$ cat config.mk
export PLATFORM = sky130hd
export DESIGN_NAME = cpu_sequencer_flat
export DESIGN_NICKNAME = d
export VERILOG_FILES = /design/src/rtl/cpu_ctrl_pkg.sv /design/src/rtl/cpu_sequencer_if.sv /design/src/rtl/ctrl_encoder.sv /design/src/rtl/cpu_sequencer.sv /design/src/flat_wrapper.sv
export SDC_FILE = /design/constraint.sdc
export NUM_CORES = 1
export LEC_CHECK = 0
export CAP_MARGIN = 5
export CORE_MARGIN = 4
export CORE_UTILIZATION = 47
export CTS_CLUSTER_DIAMETER = 100
export DETAILED_ROUTE_END_ITERATION = 8
export PLACE_DENSITY = 0.86
export SYNTH_ARGS = -nofsm -noshare
export SYNTH_HDL_FRONTEND = slang
export SYNTH_HIERARCHICAL = 1
export SYNTH_SLANG_ARGS = --single-unit
$ cat constraint.sdc
create_clock -name i_clk -period 3.25 [get_ports i_clk]
set_clock_uncertainty 0.05 [all_clocks]
set_input_delay 0.975 -clock i_clk [delete_from_list [all_inputs] [get_ports i_clk]]
set_output_delay 0.975 -clock i_clk [all_outputs]
set_load 0.02 [all_outputs]
$ cat src/rtl/cpu_ctrl_pkg.sv
// Shared definitions for the microcoded CPU sequencer: control-word bit map,
// state encoding and the supported opcodes.
package cpu_ctrl_pkg;

  localparam int unsigned CTRL_W = 36;

  localparam int unsigned CTRL_RW         = 0;
  localparam int unsigned CTRL_ADL_ABL    = 1;
  localparam int unsigned CTRL_ADH_ABH    = 2;
  localparam int unsigned CTRL_ZERO_ADL0  = 3;
  localparam int unsigned CTRL_ZERO_ADL1  = 4;
  localparam int unsigned CTRL_ZERO_ADL2  = 5;
  localparam int unsigned CTRL_DL_ADL     = 6;
  localparam int unsigned CTRL_DL_ADH     = 7;
  localparam int unsigned CTRL_DL_DB      = 8;
  localparam int unsigned CTRL_ADL_PCL    = 9;
  localparam int unsigned CTRL_ADH_PCH    = 10;
  localparam int unsigned CTRL_PCL_ADL    = 11;
  localparam int unsigned CTRL_PCH_ADH    = 12;
  localparam int unsigned CTRL_I_PC       = 13;
  localparam int unsigned CTRL_PCL_PCL    = 14;
  localparam int unsigned CTRL_PCH_PCH    = 15;
  localparam int unsigned CTRL_AC_SB      = 16;
  localparam int unsigned CTRL_X_SB       = 17;
  localparam int unsigned CTRL_Y_SB       = 18;
  localparam int unsigned CTRL_SB_AC      = 19;
  localparam int unsigned CTRL_SB_X       = 20;
  localparam int unsigned CTRL_SB_Y       = 21;
  localparam int unsigned CTRL_SB_DB      = 22;
  localparam int unsigned CTRL_S_ADL      = 23;
  localparam int unsigned CTRL_S_SB       = 24;
  localparam int unsigned CTRL_SB_S       = 25;
  localparam int unsigned CTRL_ADD_ADL    = 26;
  localparam int unsigned CTRL_ADD_SB     = 27;
  localparam int unsigned CTRL_ADH_SB     = 28;
  localparam int unsigned CTRL_SB_ADH     = 29;
  localparam int unsigned CTRL_ZERO_ADH0  = 30;
  localparam int unsigned CTRL_ZERO_ADH17 = 31;
  localparam int unsigned CTRL_DB_ADD     = 32;
  localparam int unsigned CTRL_SB_ADD     = 33;
  localparam int unsigned CTRL_AC_DB      = 34;
  localparam int unsigned CTRL_P_DB       = 35;

  localparam logic [CTRL_W-1:0] CTRL_IDLE = 36'h0_0000_0001;

  localparam logic [7:0] OP_NOP     = 8'hEA;
  localparam logic [7:0] OP_TAX     = 8'hAA;
  localparam logic [7:0] OP_TAY     = 8'hA8;
  localparam logic [7:0] OP_TXA     = 8'h8A;
  localparam logic [7:0] OP_TYA     = 8'h98;
  localparam logic [7:0] OP_LDA_IMM = 8'hA9;
  localparam logic [7:0] OP_LDX_IMM = 8'hA2;
  localparam logic [7:0] OP_LDY_IMM = 8'hA0;
  localparam logic [7:0] OP_JMP_ABS = 8'h4C;

  // Vector-load and JMP operand-load cycles are identical (same strobes, same
  // successor), so V2/J2 share StPcl and V3/J3 share StPch.
  typedef enum logic [3:0] {
    StR0      = 4'd0,
    StR1      = 4'd1,
    StV0      = 4'd2,
    StV1      = 4'd3,
    StPcl     = 4'd4,
    StPch     = 4'd5,
    StFetch   = 4'd6,
    StWaitOp  = 4'd7,
    StXfer    = 4'd8,
    StOpr     = 4'd9,
    StOprWait = 4'd10,
    StOprLoad = 4'd11,
    StJ0      = 4'd12,
    StJ1      = 4'd13,
    StJam     = 4'd14
  } state_e;

  function automatic state_e op_to_state(input logic [7:0] op);
    case (op)
      OP_NOP:                             return StFetch;
      OP_TAX, OP_TAY, OP_TXA, OP_TYA:     return StXfer;
      OP_LDA_IMM, OP_LDX_IMM, OP_LDY_IMM: return StOpr;
      OP_JMP_ABS:                         return StJ0;
      default:                            return StJam;
    endcase
  endfunction

endpackage

$ cat src/rtl/cpu_sequencer_if.sv
// Sequencer-side bus: opcode data and ready in, control word and status out.
interface cpu_sequencer_if;
  import cpu_ctrl_pkg::*;

  logic [7:0]        i_data;
  logic              i_rdy;
  logic [CTRL_W-1:0] o_ctrl;
  logic              o_sync;
  logic              o_jam;
  logic [3:0]        o_state;

  modport master (input i_data, i_rdy, output o_ctrl, o_sync, o_jam, o_state);
  modport slave  (output i_data, i_rdy, input o_ctrl, o_sync, o_jam, o_state);
endinterface

$ cat src/rtl/ctrl_encoder.sv
// Combinational decode of sequencer state and IR into datapath control strobes.
module ctrl_encoder
  import cpu_ctrl_pkg::*;
(
  input  state_e            i_state,
  input  logic [7:0]        i_ir,
  input  logic              i_rdy,
  output logic [CTRL_W-1:0] o_ctrl,
  output logic              o_sync,
  output logic              o_jam
);

  logic w_run;

  assign w_run = i_rdy || (i_state inside {StR0, StR1, StJam});

  always_comb begin
    o_ctrl = CTRL_IDLE;
    o_sync = 1'b0;
    o_jam  = (i_state == StJam);
    if (w_run) begin
      unique case (i_state)
        StV0: begin
          o_ctrl[CTRL_ZERO_ADL0] = 1'b1;
          o_ctrl[CTRL_ZERO_ADL1] = 1'b1;
          o_ctrl[CTRL_ADL_ABL]   = 1'b1;
          o_ctrl[CTRL_ADH_ABH]   = 1'b1;
        end
        StV1: begin
          o_ctrl[CTRL_ZERO_ADL1] = 1'b1;
          o_ctrl[CTRL_ADL_ABL]   = 1'b1;
        end
        StPcl: begin
          o_ctrl[CTRL_DL_ADL]  = 1'b1;
          o_ctrl[CTRL_ADL_PCL] = 1'b1;
        end
        StPch: begin
          o_ctrl[CTRL_DL_ADH]  = 1'b1;
          o_ctrl[CTRL_ADH_PCH] = 1'b1;
        end
        StFetch, StOpr, StJ0, StJ1: begin
          o_ctrl[CTRL_PCL_ADL] = 1'b1;
          o_ctrl[CTRL_PCH_ADH] = 1'b1;
          o_ctrl[CTRL_ADL_ABL] = 1'b1;
          o_ctrl[CTRL_ADH_ABH] = 1'b1;
          o_ctrl[CTRL_I_PC]    = 1'b1;
          o_ctrl[CTRL_PCL_PCL] = 1'b1;
          o_ctrl[CTRL_PCH_PCH] = 1'b1;
          o_sync = (i_state == StFetch);
        end
        StXfer: begin
          case (i_ir)
            OP_TAX:  begin o_ctrl[CTRL_AC_SB] = 1'b1; o_ctrl[CTRL_SB_X]  = 1'b1; end
            OP_TAY:  begin o_ctrl[CTRL_AC_SB] = 1'b1; o_ctrl[CTRL_SB_Y]  = 1'b1; end
            OP_TXA:  begin o_ctrl[CTRL_X_SB]  = 1'b1; o_ctrl[CTRL_SB_AC] = 1'b1; end
            OP_TYA:  begin o_ctrl[CTRL_Y_SB]  = 1'b1; o_ctrl[CTRL_SB_AC] = 1'b1; end
            default: ;
          endcase
        end
        StOprLoad: begin
          o_ctrl[CTRL_DL_DB] = 1'b1;
          o_ctrl[CTRL_SB_DB] = 1'b1;
          case (i_ir)
            OP_LDA_IMM: o_ctrl[CTRL_SB_AC] = 1'b1;
            OP_LDX_IMM: o_ctrl[CTRL_SB_X]  = 1'b1;
            OP_LDY_IMM: o_ctrl[CTRL_SB_Y]  = 1'b1;
            default:    ;
          endcase
        end
        default: ;
      endcase
    end
  end

endmodule

$ cat src/rtl/cpu_sequencer.sv
// CPU control sequencer: state register, instruction register and next-state
// logic; strobe decode lives in ctrl_encoder.
module cpu_sequencer
  import cpu_ctrl_pkg::*;
(
  input  logic            i_clk,
  input  logic            i_reset,
  cpu_sequencer_if.master io_bus
);

  state_e     r_state, w_state_d;
  logic [7:0] r_ir, w_ir_d;
  logic       w_hold;

  always_ff @(posedge i_clk or posedge i_reset) begin
    if (i_reset) begin
      r_state <= StR0;
      r_ir    <= OP_NOP;
    end else begin
      r_state <= w_state_d;
      r_ir    <= w_ir_d;
    end
  end

  // Reset cycles and JAM ignore i_rdy.
  assign w_hold = !io_bus.i_rdy && !(r_state inside {StR0, StR1, StJam});

  always_comb begin
    w_state_d = r_state;
    w_ir_d    = r_ir;
    if (!w_hold) begin
      unique case (r_state)
        StR0:      w_state_d = StR1;
        StR1:      w_state_d = StV0;
        StV0:      w_state_d = StV1;
        StV1:      w_state_d = StPcl;
        StPcl:     w_state_d = StPch;
        StPch:     w_state_d = StFetch;
        StFetch:   w_state_d = StWaitOp;
        StWaitOp: begin
          w_ir_d    = io_bus.i_data;
          w_state_d = op_to_state(io_bus.i_data);
        end
        StXfer:    w_state_d = StFetch;
        StOpr:     w_state_d = StOprWait;
        StOprWait: w_state_d = StOprLoad;
        StOprLoad: w_state_d = StFetch;
        StJ0:      w_state_d = StJ1;
        StJ1:      w_state_d = StPcl;
        StJam:     w_state_d = StJam;
        default:   w_state_d = StR0;
      endcase
    end
  end

  ctrl_encoder u_ctrl_encoder (
    .i_state (r_state),
    .i_ir    (r_ir),
    .i_rdy   (io_bus.i_rdy),
    .o_ctrl  (io_bus.o_ctrl),
    .o_sync  (io_bus.o_sync),
    .o_jam   (io_bus.o_jam)
  );

  assign io_bus.o_state = r_state;

endmodule

$ cat src/flat_wrapper.sv
// flat-port wrapper written by rule: the top's interface ports become plain ports
module cpu_sequencer_flat import cpu_ctrl_pkg::*;
  (i_clk, i_reset, io_bus_i_data, io_bus_i_rdy, io_bus_o_ctrl, io_bus_o_sync, io_bus_o_jam, io_bus_o_state);
  cpu_sequencer_if io_bus_i ();
  input  logic i_clk;
  input  logic i_reset;
  input wire logic [$bits(io_bus_i.i_data)-1:0] io_bus_i_data;
  input wire logic [$bits(io_bus_i.i_rdy)-1:0] io_bus_i_rdy;
  output wire logic [$bits(io_bus_i.o_ctrl)-1:0] io_bus_o_ctrl;
  output wire logic [$bits(io_bus_i.o_sync)-1:0] io_bus_o_sync;
  output wire logic [$bits(io_bus_i.o_jam)-1:0] io_bus_o_jam;
  output wire logic [$bits(io_bus_i.o_state)-1:0] io_bus_o_state;
  assign io_bus_i.i_data = io_bus_i_data;
  assign io_bus_i.i_rdy = io_bus_i_rdy;
  assign io_bus_o_ctrl = io_bus_i.o_ctrl;
  assign io_bus_o_sync = io_bus_i.o_sync;
  assign io_bus_o_jam = io_bus_i.o_jam;
  assign io_bus_o_state = io_bus_i.o_state;
  cpu_sequencer u_core (.i_clk(i_clk), .i_reset(i_reset), .io_bus(io_bus_i));
endmodule
==> implementation parameters <==
Parameter                              Value

Timing
  Post-route setup TNS ... 0 ns
  Clock period minus final worst setup slack ... 3.15 ns
  Share of the cycle needed by the critical path after routing ... 0.969
  Worst-margin pin slew ... 0.490 ns
  Relative slew margins ... 0.669
  RSZ-0062 raised after global routing ... no
  Max-slew violation count ... 0
  PnR worst setup slack ... 0.101 ns
  Min Hold Slack ... 0.467 ns
  Setup violation total in the final timing report ... 0
  Final hold viol count ... 0
  Highest clock frequency the design can meet ... 318 MHz

GRT
  Overall overflow remaining after global route ... 0
  First-pass GRT wire length ... 4780 µm
  Most used routing layer in global routing ... met2
  Met3 demand-to-capacity share in global routing ... 0.0277
  Antenna violations before repair ... 0
  Pin count of the biggest net entering global routing ... 16
  Met2 layer usage reported by global route ... 0.285
  Global Route met1 Usage ... 0.218
  Total routing resource utilization after global routing ... 0.171
  Via count of the first global-routing pass ... 1012

Layout
  Commonest cells after routing, fill and taps aside ... 15 x sky130_fd_sc_hd__conb_1, 14 x sky130_fd_sc_hd__clkdlybuf4s50_1, 13 x sky130_fd_sc_hd__dlygate4sd2_1, 8 x sky130_fd_sc_hd__inv_1, 8 x sky130_fd_sc_hd__o21ai_0
  Number of nets in the finished design ... 187
  Most common cell after layout, fill and taps aside ... sky130_fd_sc_hd__conb_1
  Area of all sequential standard cells ... 307 µm²
  Layout cell share with drive strength beyond 1 ... 0.223
  Area of combinational cells with multiple inputs ... 791 µm²
  FILL cells ... 226
  Number of standard cells in the final layout excluding fillers ... 205
  Layout overhead on the synthesized area ... 21.3%
  Post-Route Utilization ... 0.617
  Diode count ... 0

Worst setup path
  Critical-path top delay cell ... sky130_fd_sc_hd__and4bb_2
  Buffer and inverter count on the worst path ... 2
  Source of the worst register-to-register timing path ... u_core/io_bus.o_state[0]
  R2R Path End ... u_core/r_ir[0]
  Required time worst endpoint ... 2.22 ns
  CP Class ... input port to output pin
  Internal reg-to-reg setup slack ... 1.31 ns
  Startpoint type of the worst setup path ... input port
  Critical path endpoint category ... output pin
  List of cells traversed by the critical path ... dlygate4sd2_1 -> and4bb_2 -> o21ai_1 -> nor4_1 -> buf_2
  Max FO, Critical Path ... 4
  Cell family with the largest share of critical-path delay ... simple AND/OR/NAND/NOR gates
  Arrival time worst endpoint ... 2.12 ns
  Delay of the slowest cell on the worst path ... 0.30 ns
  Worst Reg-to-Reg Cells ... 4

Floorplan
  Total I/O pin count ... 53
  Core ar. ... 2540 µm²
  Die boundary height ... 60.5 µm
  Starting utilization of the core area ... 0.509
  Die Footprint ... 3660 µm²
  Count of standard-cell rows ... 18
  Die X-Extent ... 60.5 µm

Power and ir drop
  Static power due to leakage ... 0.731 nW
  Peak ir drop on the vdd network ... 0.000511 V
  Pwr dens ... 842 nW/µm²

Clock network
  Number of H-tree branching levels ... 1
  Clock Sinks ... 12
  Number of buffers created by CTS ... 3
  Clock tree root buffer cell ... sky130_fd_sc_hd__clkbuf_4
  Count of hold-fix buffers inserted at cts ... 0
  CTS tree ... yes
  Maximum root-to-sink buffer count ... 2
  Clock slew at the register clock pins of the worst setup and hold paths ... 0.06 ns
  Post-CTS setup buffer count ... 0
  Post-CTS sizing ... 55
  Clock Latency Late Sink ... 0.26 ns

Routing
  Residual DRC ... 0
  First-pass DRT Iterations ... 4
  DRC violation total after the first TritonRoute iteration ... 45
  Number of nets still failing antenna checks after routing ... 0
  DRT Wirelength ... 3110 µm
  Avg WL per Cell ... 15.2 µm
  Number of vias after detailed routing ... 1152
  Number of vias per cell after detailed routing ... 5.62

Hold path
  Worst Hold Launch ... u_core/r_ir[6]
  Cell depth of the worst hold path ... 2
  Endpoint, Worst Hold ... u_core/r_ir[6]
  Tightest Hold Check Type ... register to register

Logic synthesis
  Count of yosys warnings during synthesis ... 6
  Distinct cells, synth ... 49
  Syn avg cell area ... 8.99 µm²
  Synth area leaders ... sky130_fd_sc_hd__dfrtp_1 14%, sky130_fd_sc_hd__buf_4 13%, sky130_fd_sc_hd__dfstp_2 10%
  Async set or reset register ratio after synthesis ... 1.00
  Gate count after technology mapping ... 144
  Yosys top cell by area ... sky130_fd_sc_hd__dfrtp_1
  Flip-flop and latch count after synthesis ... 12
  Fraction of post-synthesis cell area in the top cell type by area ... 0.135
  Commonest register cell after synthesis ... sky130_fd_sc_hd__dfrtp_1
  Portion of the post-synthesis area used by sequential elements ... 0.237
  Post-synth EDFFs ... 0
  Syn Std Cell Area ... 1290 µm²

Outcome
  Result of the run ... completed

Flow run
  Count of maximum capacitance violations ... 0

Placed design
  Worst slack after detailed placement ... -0.576 ns
  Final GP Congestion ... 0.805
  Hpwl dp ... 2440 µm
  IO Port Bufs ... 37
  Cell total after placement ... 201
-- cell usage after synthesis (all sizes together) (4+ instances only) --
master / n
buf: 29
o21ai: 9
inv: 8
dfrtp: 7
mux2: 7
nor2: 6
nor3b: 6
dfstp: 5
and3b: 4
nand3: 4
nand3b: 4
nor3: 4
-- how the worst max path moves through the flow --
stage            startpoint           endpoint  cells after the start
2_1_floorplan  io_bus_i_rdy  io_bus_o_ctrl[10]                      3
3_3_place_gp   io_bus_i_rdy  io_bus_o_ctrl[18]                      5
3_5_place_dp   io_bus_i_rdy  io_bus_o_ctrl[21]                      5
4_1_cts        io_bus_i_rdy  io_bus_o_ctrl[21]                      5
5_1_grt        io_bus_i_rdy  io_bus_o_ctrl[21]                      5
6_report       io_bus_i_rdy  io_bus_o_ctrl[21]                      5
-- registers in the layout, indices dropped and copies added, names as in the netlist --
signal / cells
u_core/io_bus.o_state: 4
u_core/r_ir: 8
-- cells by family (layout without fill, tap and decap cells) --
family | after synthesis | count (layout) | synth area share
AND/OR/NAND/NOR | 58 | 58 | 0.331
buffers and inverters | 37 | 55 | 0.194
AO/OA/AOI/OAI | 26 | 26 | 0.137
flip-flops | 12 | 12 | 0.237
multiplexers | 7 | 7 | 0.0812
other | 2 | 15 | 0.00580
XOR/XNOR | 2 | 2 | 0.0135
-- area by class of cell --
cell class | count | area share
clock buffers | 4 | 0.0167
flip-flops and latches | 12 | 0.195
inverters | 8 | 0.0191
multi-input cells | 108 | 0.504
repair buffers | 43 | 0.241
well taps | 30 | 0.0239
-- worst reg2reg max path: stages (launching register included) --
cell,delay [ns]
sky130_fd_sc_hd__dfrtp_1,0.63
sky130_fd_sc_hd__buf_4,0.28
sky130_fd_sc_hd__nand4b_4,0.12
sky130_fd_sc_hd__or2_1,0.40
sky130_fd_sc_hd__mux2_4,0.36
-- layer usage --
metal | routed length (µm) | part of all wire | up-vias
met2 | 1460 | 0.47 | 59
met3 | 277 | 0.089 | 8
li1 | - | - | 548
met1 | 1300 | 0.42 | 537
met5 | 0 | 0 | -
met4 | 69 | 0.022 | 0
-- power breakdown --
part / leakage (nW) / switching, mW / total [mW] / internal, mW
combinational: 0.580 / 0.434 / 0.842 / 0.408
clock: 0.0150 / 0.0410 / 0.0883 / 0.0473
sequential: 0.135 / 0.142 / 0.392 / 0.250
total: 0.731 / 0.617 / 1.32 / 0.705
-- stage by stage --
| step | cell area (µm²) | power (mW) |
|---|---|---|
| after floorplan | 1340 | 1.03 |
| after global placement | 1580 | 1.21 |
| after detailed placement | 1580 | 1.26 |
| after CTS | 1570 | 1.32 |
| after global routing | 1570 | 1.42 |
| final | 1570 | 1.32 |
Power figures use the tool's default switching activity.
